--- src/rtl/multi_ch_cal_ctrl_if.sv ---
// multi_ch_cal_ctrl_if: AFE control, LED drive and tagged sample stream of the calibration controller.
// master = controller side, slave = front end / downstream side.
interface multi_ch_cal_ctrl_if #(
    parameter int NUM_CH = 2,
    parameter int ADC_W  = 8,
    parameter int DC_W   = 7,
    parameter int PGA_W  = 4
);
    localparam int CHW = NUM_CH > 1 ? $clog2(NUM_CH) : 1;

    logic              Find_setting;
    logic [ADC_W-1:0]  ADC;
    logic [NUM_CH-1:0] LED_EN;
    logic [DC_W-1:0]   DC_Comp;
    logic [PGA_W-1:0]  PGA_Gain;
    logic              CLK_Filter;
    logic              busy;
    logic              done;
    logic [NUM_CH-1:0] cal_fail;
    logic              sample_valid;
    logic [CHW-1:0]    sample_ch;
    logic [ADC_W-1:0]  sample_data;

    modport master (
        input  Find_setting, ADC,
        output LED_EN, DC_Comp, PGA_Gain, CLK_Filter, busy, done, cal_fail,
               sample_valid, sample_ch, sample_data
    );

    modport slave (
        output Find_setting, ADC,
        input  LED_EN, DC_Comp, PGA_Gain, CLK_Filter, busy, done, cal_fail,
               sample_valid, sample_ch, sample_data
    );
endinterface

--- src/rtl/multi_ch_cal_ctrl.sv ---
// multi_ch_cal_ctrl: per-channel DC/PGA calibration by windowed min/max measurement,
// then round-robin LED time-multiplexing with stored settings and tagged sample strobes.
module multi_ch_cal_ctrl #(
    parameter int NUM_CH    = 2,
    parameter int ADC_W     = 8,
    parameter int DC_W      = 7,
    parameter int PGA_W     = 4,
    parameter int SETTLE    = 2,
    parameter int WIN       = 4,
    parameter int SLOT      = 10,
    parameter int TARGET_LO = 120,
    parameter int TARGET_HI = 130,
    parameter int CLIP_LO   = 10,
    parameter int CLIP_HI   = 245
) (
    input logic                 CLK,
    input logic                 rst_n,
    multi_ch_cal_ctrl_if.master bus
);
    localparam int CHW  = NUM_CH > 1 ? $clog2(NUM_CH) : 1;
    localparam int MEAS = SETTLE + WIN;
    localparam int CNTW = $clog2((MEAS > SLOT ? MEAS : SLOT) + 1);
    localparam logic [DC_W-1:0]  DC_MID     = DC_W'(1 << (DC_W - 1));
    localparam logic [DC_W-1:0]  DC_MAX     = '1;
    localparam logic [PGA_W-1:0] PGA_MAX    = '1;
    localparam logic [ADC_W:0]   T_LO       = (ADC_W + 1)'(TARGET_LO);
    localparam logic [ADC_W:0]   T_HI       = (ADC_W + 1)'(TARGET_HI);
    localparam logic [ADC_W-1:0] C_LO       = ADC_W'(CLIP_LO);
    localparam logic [ADC_W-1:0] C_HI       = ADC_W'(CLIP_HI);
    localparam logic [CNTW-1:0]  SETTLE_END = CNTW'(SETTLE);
    localparam logic [CNTW-1:0]  MEAS_LAST  = CNTW'(MEAS - 1);
    localparam logic [CNTW-1:0]  SLOT_LAST  = CNTW'(SLOT - 1);
    localparam logic [CHW-1:0]   CH_LAST    = CHW'(NUM_CH - 1);

    typedef enum logic [2:0] {IDLE, DC_MEAS, DC_ADJ, PGA_MEAS, PGA_ADJ, RUN} state_t;

    state_t            state_q, state_d;
    logic [CHW-1:0]    ch_q, ch_d, smp_ch_q, smp_ch_d;
    logic [CNTW-1:0]   cnt_q, cnt_d;
    logic [ADC_W-1:0]  vmin_q, vmin_d, vmax_q, vmax_d, smp_data_q, smp_data_d;
    logic [DC_W-1:0]   dc_comp_q, dc_comp_d;
    logic [PGA_W-1:0]  pga_gain_q, pga_gain_d;
    logic [NUM_CH-1:0] led_q, led_d, fail_q, fail_d;
    logic              busy_q, busy_d, done_q, done_d, clkf_q;
    logic [DC_W-1:0]   dc_q [NUM_CH];
    logic [DC_W-1:0]   dc_d [NUM_CH];
    logic [PGA_W-1:0]  pga_q [NUM_CH];
    logic [PGA_W-1:0]  pga_d [NUM_CH];
    logic [ADC_W:0]    avg;
    logic              clip, slot_end;

    function automatic logic [NUM_CH-1:0] onehot(input logic [CHW-1:0] c);
        return NUM_CH'(1) << c;
    endfunction

    // One extra bit keeps vmax+vmin from overflowing before the halving.
    assign avg      = ({1'b0, vmax_q} + {1'b0, vmin_q}) >> 1;
    assign clip     = vmin_q <= C_LO || vmax_q >= C_HI;
    assign slot_end = state_q == RUN && cnt_q == SLOT_LAST;

    always_comb begin
        state_d    = state_q;
        ch_d       = ch_q;
        cnt_d      = cnt_q;
        vmin_d     = vmin_q;
        vmax_d     = vmax_q;
        dc_comp_d  = dc_comp_q;
        pga_gain_d = pga_gain_q;
        led_d      = led_q;
        fail_d     = fail_q;
        busy_d     = busy_q;
        done_d     = done_q;
        smp_ch_d   = smp_ch_q;
        smp_data_d = smp_data_q;
        dc_d       = dc_q;
        pga_d      = pga_q;
        if (bus.Find_setting) begin
            state_d    = DC_MEAS;
            ch_d       = '0;
            cnt_d      = '0;
            vmin_d     = '1;
            vmax_d     = '0;
            dc_comp_d  = DC_MID;
            pga_gain_d = '0;
            led_d      = onehot('0);
            fail_d     = '0;
            busy_d     = 1'b1;
            done_d     = 1'b0;
        end else begin
            case (state_q)
                DC_MEAS, PGA_MEAS: begin
                    cnt_d = cnt_q + 1'b1;
                    if (cnt_q >= SETTLE_END) begin
                        vmin_d = bus.ADC < vmin_q ? bus.ADC : vmin_q;
                        vmax_d = bus.ADC > vmax_q ? bus.ADC : vmax_q;
                    end
                    if (cnt_q == MEAS_LAST) state_d = state_q == DC_MEAS ? DC_ADJ : PGA_ADJ;
                end
                DC_ADJ: begin
                    cnt_d  = '0;
                    vmin_d = '1;
                    vmax_d = '0;
                    if (avg < T_LO && dc_comp_q != '0) begin
                        dc_comp_d = dc_comp_q - 1'b1;
                        state_d   = DC_MEAS;
                    end else if (avg > T_HI && dc_comp_q != DC_MAX) begin
                        dc_comp_d = dc_comp_q + 1'b1;
                        state_d   = DC_MEAS;
                    end else begin
                        // Out of window here means the code is pinned at a rail.
                        dc_d[ch_q] = dc_comp_q;
                        if (avg < T_LO || avg > T_HI) fail_d[ch_q] = 1'b1;
                        state_d = PGA_MEAS;
                    end
                end
                PGA_ADJ: begin
                    cnt_d  = '0;
                    vmin_d = '1;
                    vmax_d = '0;
                    if (!clip && pga_gain_q != PGA_MAX) begin
                        pga_gain_d = pga_gain_q + 1'b1;
                        state_d    = PGA_MEAS;
                    end else begin
                        pga_d[ch_q] = !clip ? pga_gain_q : pga_gain_q == '0 ? '0 : pga_gain_q - 1'b1;
                        if (ch_q != CH_LAST) begin
                            ch_d       = ch_q + 1'b1;
                            led_d      = onehot(ch_q + 1'b1);
                            dc_comp_d  = DC_MID;
                            pga_gain_d = '0;
                            state_d    = DC_MEAS;
                        end else begin
                            // First slot settings come from the arrays as they are being written.
                            ch_d       = '0;
                            led_d      = onehot('0);
                            dc_comp_d  = dc_d[0];
                            pga_gain_d = pga_d[0];
                            busy_d     = 1'b0;
                            done_d     = 1'b1;
                            state_d    = RUN;
                        end
                    end
                end
                RUN: begin
                    cnt_d = cnt_q + 1'b1;
                    if (slot_end) begin
                        cnt_d      = '0;
                        smp_ch_d   = ch_q;
                        smp_data_d = bus.ADC;
                        ch_d       = ch_q == CH_LAST ? '0 : ch_q + 1'b1;
                        led_d      = onehot(ch_d);
                        dc_comp_d  = dc_q[ch_d];
                        pga_gain_d = pga_q[ch_d];
                    end
                end
                default: state_d = IDLE;
            endcase
        end
    end

    always_ff @(posedge CLK or negedge rst_n) begin
        if (!rst_n) begin
            state_q    <= IDLE;
            ch_q       <= '0;
            cnt_q      <= '0;
            vmin_q     <= '1;
            vmax_q     <= '0;
            dc_comp_q  <= '0;
            pga_gain_q <= '0;
            led_q      <= '0;
            fail_q     <= '0;
            busy_q     <= 1'b0;
            done_q     <= 1'b0;
            smp_ch_q   <= '0;
            smp_data_q <= '0;
            dc_q       <= '{default: '0};
            pga_q      <= '{default: '0};
            clkf_q     <= 1'b0;
        end else begin
            state_q    <= state_d;
            ch_q       <= ch_d;
            cnt_q      <= cnt_d;
            vmin_q     <= vmin_d;
            vmax_q     <= vmax_d;
            dc_comp_q  <= dc_comp_d;
            pga_gain_q <= pga_gain_d;
            led_q      <= led_d;
            fail_q     <= fail_d;
            busy_q     <= busy_d;
            done_q     <= done_d;
            smp_ch_q   <= smp_ch_d;
            smp_data_q <= smp_data_d;
            dc_q       <= dc_d;
            pga_q      <= pga_d;
            clkf_q     <= ~clkf_q;
        end
    end

    // The strobe cycle presents the live sample; the capture holds it until the next strobe.
    assign bus.sample_valid = slot_end;
    assign bus.sample_ch    = slot_end ? ch_q : smp_ch_q;
    assign bus.sample_data  = slot_end ? bus.ADC : smp_data_q;
    assign bus.LED_EN       = led_q;
    assign bus.DC_Comp      = dc_comp_q;
    assign bus.PGA_Gain     = pga_gain_q;
    assign bus.CLK_Filter   = clkf_q;
    assign bus.busy         = busy_q;
    assign bus.done         = done_q;
    assign bus.cal_fail     = fail_q;
endmodule

--- src/flat_wrapper.sv ---
// flat-port wrapper written by rule: the top's interface ports become plain ports
module multi_ch_cal_ctrl_flat 
#(
    parameter int NUM_CH    = 2,
    parameter int ADC_W     = 8,
    parameter int DC_W      = 7,
    parameter int PGA_W     = 4,
    parameter int SETTLE    = 2,
    parameter int WIN       = 4,
    parameter int SLOT      = 10,
    parameter int TARGET_LO = 120,
    parameter int TARGET_HI = 130,
    parameter int CLIP_LO   = 10,
    parameter int CLIP_HI   = 245
)
  (CLK, rst_n, bus_Find_setting, bus_ADC, bus_LED_EN, bus_DC_Comp, bus_PGA_Gain, bus_CLK_Filter, bus_busy, bus_done, bus_cal_fail, bus_sample_valid, bus_sample_ch, bus_sample_data);
  multi_ch_cal_ctrl_if #(.NUM_CH(NUM_CH), .ADC_W(ADC_W), .DC_W(DC_W), .PGA_W(PGA_W)) bus_i ();
  input logic CLK;
  input logic rst_n;
  input wire logic [$bits(bus_i.Find_setting)-1:0] bus_Find_setting;
  input wire logic [$bits(bus_i.ADC)-1:0] bus_ADC;
  output wire logic [$bits(bus_i.LED_EN)-1:0] bus_LED_EN;
  output wire logic [$bits(bus_i.DC_Comp)-1:0] bus_DC_Comp;
  output wire logic [$bits(bus_i.PGA_Gain)-1:0] bus_PGA_Gain;
  output wire logic [$bits(bus_i.CLK_Filter)-1:0] bus_CLK_Filter;
  output wire logic [$bits(bus_i.busy)-1:0] bus_busy;
  output wire logic [$bits(bus_i.done)-1:0] bus_done;
  output wire logic [$bits(bus_i.cal_fail)-1:0] bus_cal_fail;
  output wire logic [$bits(bus_i.sample_valid)-1:0] bus_sample_valid;
  output wire logic [$bits(bus_i.sample_ch)-1:0] bus_sample_ch;
  output wire logic [$bits(bus_i.sample_data)-1:0] bus_sample_data;
  assign bus_i.Find_setting = bus_Find_setting;
  assign bus_i.ADC = bus_ADC;
  assign bus_LED_EN = bus_i.LED_EN;
  assign bus_DC_Comp = bus_i.DC_Comp;
  assign bus_PGA_Gain = bus_i.PGA_Gain;
  assign bus_CLK_Filter = bus_i.CLK_Filter;
  assign bus_busy = bus_i.busy;
  assign bus_done = bus_i.done;
  assign bus_cal_fail = bus_i.cal_fail;
  assign bus_sample_valid = bus_i.sample_valid;
  assign bus_sample_ch = bus_i.sample_ch;
  assign bus_sample_data = bus_i.sample_data;
  multi_ch_cal_ctrl #(.NUM_CH(NUM_CH), .ADC_W(ADC_W), .DC_W(DC_W), .PGA_W(PGA_W), .SETTLE(SETTLE), .WIN(WIN), .SLOT(SLOT), .TARGET_LO(TARGET_LO), .TARGET_HI(TARGET_HI), .CLIP_LO(CLIP_LO), .CLIP_HI(CLIP_HI)) u_core (.CLK(CLK), .rst_n(rst_n), .bus(bus_i));
endmodule
--- config.mk ---
export PLATFORM = sky130hd
export DESIGN_NAME = multi_ch_cal_ctrl_flat
export DESIGN_NICKNAME = d
export VERILOG_FILES = /design/src/rtl/multi_ch_cal_ctrl_if.sv /design/src/rtl/multi_ch_cal_ctrl.sv /design/src/flat_wrapper.sv
export SDC_FILE = /design/constraint.sdc
export NUM_CORES = 1
export LEC_CHECK = 0
export BUFFER_PORTS_ARGS = -buffer_cell sky130_fd_sc_hd__buf_2
export CORE_MARGIN = 1
export CORE_UTILIZATION = 60
export DETAILED_ROUTE_END_ITERATION = 6
export MAX_ROUTING_LAYER = met4
export PLACE_DENSITY = 0.81
export REMOVE_ABC_BUFFERS = 1
export SLEW_MARGIN = 10
export SYNTH_ARGS = -nofsm -noshare
export SYNTH_HDL_FRONTEND = slang
export SYNTH_SLANG_ARGS = --single-unit
--- constraint.sdc ---
create_clock -name CLK -period 6.9 [get_ports CLK]
set_input_delay 0.69 -clock CLK [delete_from_list [all_inputs] [get_ports CLK]]
set_output_delay 0.69 -clock CLK [all_outputs]
set_load 0.005 [all_outputs]
==> run summary <==
Final Hold Fails: 0
slowest stage delay, CP: 0.44 ns
CP max-delay cell: or4b_1
hpwl dp: 7500 um
Root Driver: clkbuf_8
unrepaired setup endpoints after global routing: no
leakage power: 2.55 nW
Vias: 3,795
vias in the first global route: 3,735
CTS resizes: 0
Psw: 0.593 mW
Layout Nets: 558
Antenna Violating Nets Remaining: 0
first-pass GRT wire length: 18,100 um
worst-path cell chain: and2_1, fa_1, a21o_1, a221oi_4, xnor2_2, o21ai_0, o31a_2, nand2_1, inv_1, ha_1, nor2b_1, o21ai_0, a21boi_0, o21ai_0, nand2b_1, nand4_1, or4b_1, a22oi_1
Post-Route WL: 10,500 um
Hold-fix buffers, CTS: 0
Setup CP Type: flop to flop
Clk Latency, worst-skew pair: 0.36 ns
Startpoint Class: flop
Die X: 91.1 um
die area: 0.00829 mm^2
maximum number of pins on one net before global-route repair: 43
worst hold-check path type: input port to asynchronous set/reset pin
Fmax: 220 MHz
sequential share of the synthesized area: 38.1%
Final Cycle Share: 66.0%
Yosys warnings: 0
flop2flop setup slack: 2.34 ns
Avg Inst Size Synth: 9.96 um^2
Critical Path End Type: flop
pwr dens: 303 mW/mm^2
core area: 0.00769 mm^2
FF-to-FF End: u_core.bus.DC_Comp[6]
Worst slew margin: 26.3%
Finished Layout Cells: 618
number of I/O pins: 39
number of enable flip-flop cells after synthesis: 0
crit path DAT: 4.83 ns
Die H: 91.1 um
TritonRoute pass-1 iters: 5
Post-synth ARST share: 100%
cts bufs inserted: 9
Switching Share: 37.2%
post-CTS setup repair buffer count: 0
worst slew pin tran: 1.11 ns
Final Skew: 0.0132 ns
most common cell after layout, fill and taps aside: dfrtp_1
Final GP Congestion: 0.935
CP startpoint: u_core.vmax_q[0]
most common flop cell mapped by yosys: dfrtp_1
Sequential Power Share: 32.7%
Distinct cells, synth: 69
setup violators final: 0
placed insts: 603
status: complete, no violations
Max Buffers Root-to-Sink: 2
worst path required time: 7.18 ns
max capacitance violation total: 0
WP buf/inv: 1
clk slew on worst S/H paths: 0.08 ns
cell area after synthesis: 0.00476 mm^2
Comb pwr share: 42.1%
wire per inst: 17.0 um
FF+latch count, synth: 72
clock network fraction of design power: 25.2%
most frequent cells in the layout: dfrtp_1, nor2_1, buf_2
Initial Util: 61.9%
reg2reg start: u_core.vmax_q[0]
Layout area overhead: 10.2%
post-synthesis cell count: 478
cell depth of the worst flop-to-flop path: 18
GRT overflow: 0
cell family with most CP delay: compound AO/OA/AOI/OAI gates
H-tree depth: 3
Tot GR Track Use: 28.2%
Pint: 0.999 mW
Most Frequent Cell on Critical Path: o21ai_0
final setup TNS: 0 ns
DRC viols: 0
worst vdd ir: 0.147 mV
IO buf count: 38
critical path fanouts, max: 6
Rows: 32
Final WS setup: 2.34 ns
initial antenna violation count: 0
Post-Place Worst Slack: 2.47 ns
Min Clock Period, post-route: 4.56 ns
clock sink total: 72
CTS tree: built
share of cells above drive strength 1: 22.3%
Slew Viols, Final: 0
vias per cell: 6.14
Antenna diodes: 0
Initial DRC Count: 246
## synthesized netlist by cell type, types with 3 or more instances
library cell	n	area, um^2
inv_1	33	124
o21ai_1	3	15.0
nand4_1	8	50.1
nor3_1	7	35.0
mux2i_1	18	180
nand2b_1	4	25.0
xor2_1	4	35.0
clkbuf_1	12	45.0
xnor2_1	5	43.8
a21o_1	9	67.6
a22oi_1	4	30.0
nand2_1	35	131
nand3_1	10	50.1
nor2b_1	6	37.5
nor3b_1	4	30.0
buf_4	3	22.5
a211oi_1	7	52.6
dfstp_2	8	210
a31oi_1	3	18.8
nor4_1	6	37.5
dfrtp_1	64	1600
a222oi_1	3	30.0
a21oi_1	32	160
mux2_2	22	248
o21a_1	3	22.5
nor2_1	38	143
a311oi_1	4	35.0
ha_1	33	413
o21ai_0	22	110
mux2_4	14	210
## cells by family (layout without fill, tap and decap cells)
kind of cell | after synthesis | in the layout | synth area share (%)
xor gates and xnor gates | 10 | 10 | 2.00
buffers and inverters | 50 | 88 | 4.21
muxes | 54 | 54 | 13.4
and+or+nand+nor | 134 | 134 | 14.4
DFF | 72 | 72 | 38.1
adders and majority gates | 35 | 35 | 9.52
AOI/OAI and AO/OA | 123 | 123 | 18.5
## layout make-up
class | count | area, um^2
clock buffers | 10 | 128
flip-flops and latches | 72 | 1810
multi-input cells | 356 | 2750
repair buffers | 39 | 198
well taps | 102 | 128
inverters | 34 | 128
fillers | 605 | 2440
clock inverters | 5 | 106
## routing by layer
layer / routed length (um) / global-route usage (%) / up-vias / share of wire [%]
met5: 0 / - / - / 0
met4: 156 / 9.52 / 0 / 1.5
met3: 502 / 4.52 / 20 / 4.8
met2: 4880 / 43.3 / 112 / 47
met1: 4940 / 38.2 / 1841 / 47
li1: - / - / 1822 / -
## worst max path at each step
stage                                  to  slack [ns]  cells past startpoint
floorplan           u_core.bus.DC_Comp[6]        2.85                     18
global placement    u_core.bus.DC_Comp[6]        2.67                     18
detailed placement  u_core.bus.DC_Comp[6]        2.47                     18
CTS                 u_core.bus.DC_Comp[6]        2.36                     18
global route        u_core.bus.DC_Comp[6]        1.96                     18
finish              u_core.bus.DC_Comp[6]        2.34                     18
## through the flow
| step | util [%] | power [mW] | cell area [um^2] | hold slack [ns] |
|---|---|---|---|---|
| finish | 68.2 | 1.59 | 5250 | 0.389 |
| global route | 68.2 | 1.70 | 5250 | 0.441 |
| CTS | 68.2 | 1.59 | 5250 | 0.403 |
| detailed placement | 65.2 | 1.18 | 5010 | 0.405 |
| global placement | 65.2 | 1.14 | 5010 | 0.406 |
| floorplan | - | 1.03 | 4690 | 0.394 |
## power groups by stage
stage / registers (mW) / clock network [mW] / logic, mW
3_3_place_gp: 0.523 / 0 / 0.622
2_1_floorplan: 0.512 / 0 / 0.516
4_1_cts: 0.519 / 0.410 / 0.663
3_5_place_dp: 0.527 / 0 / 0.652
5_1_grt: 0.526 / 0.421 / 0.749
6_report: 0.520 / 0.401 / 0.670
## flip-flops by register name, summed over array words and instances (netlist names)
register,flops
u_core.smp_ch_q,1
u_core.cnt_q,4
u_core.state_q,3
u_core.bus.LED_EN,1
u_core.vmax_q,8
u_core.pga_q,8
u_core.ch_q,1
u_core.bus.DC_Comp,7
u_core.bus.PGA_Gain,4
u_core.smp_data_q,8
u_core.vmin_q,8
u_core.bus.CLK_Filter,1
u_core.bus.busy,1
u_core.bus.done,1
u_core.bus.cal_fail,2
u_core.dc_q,14
(Power assumes the default switching activity.)
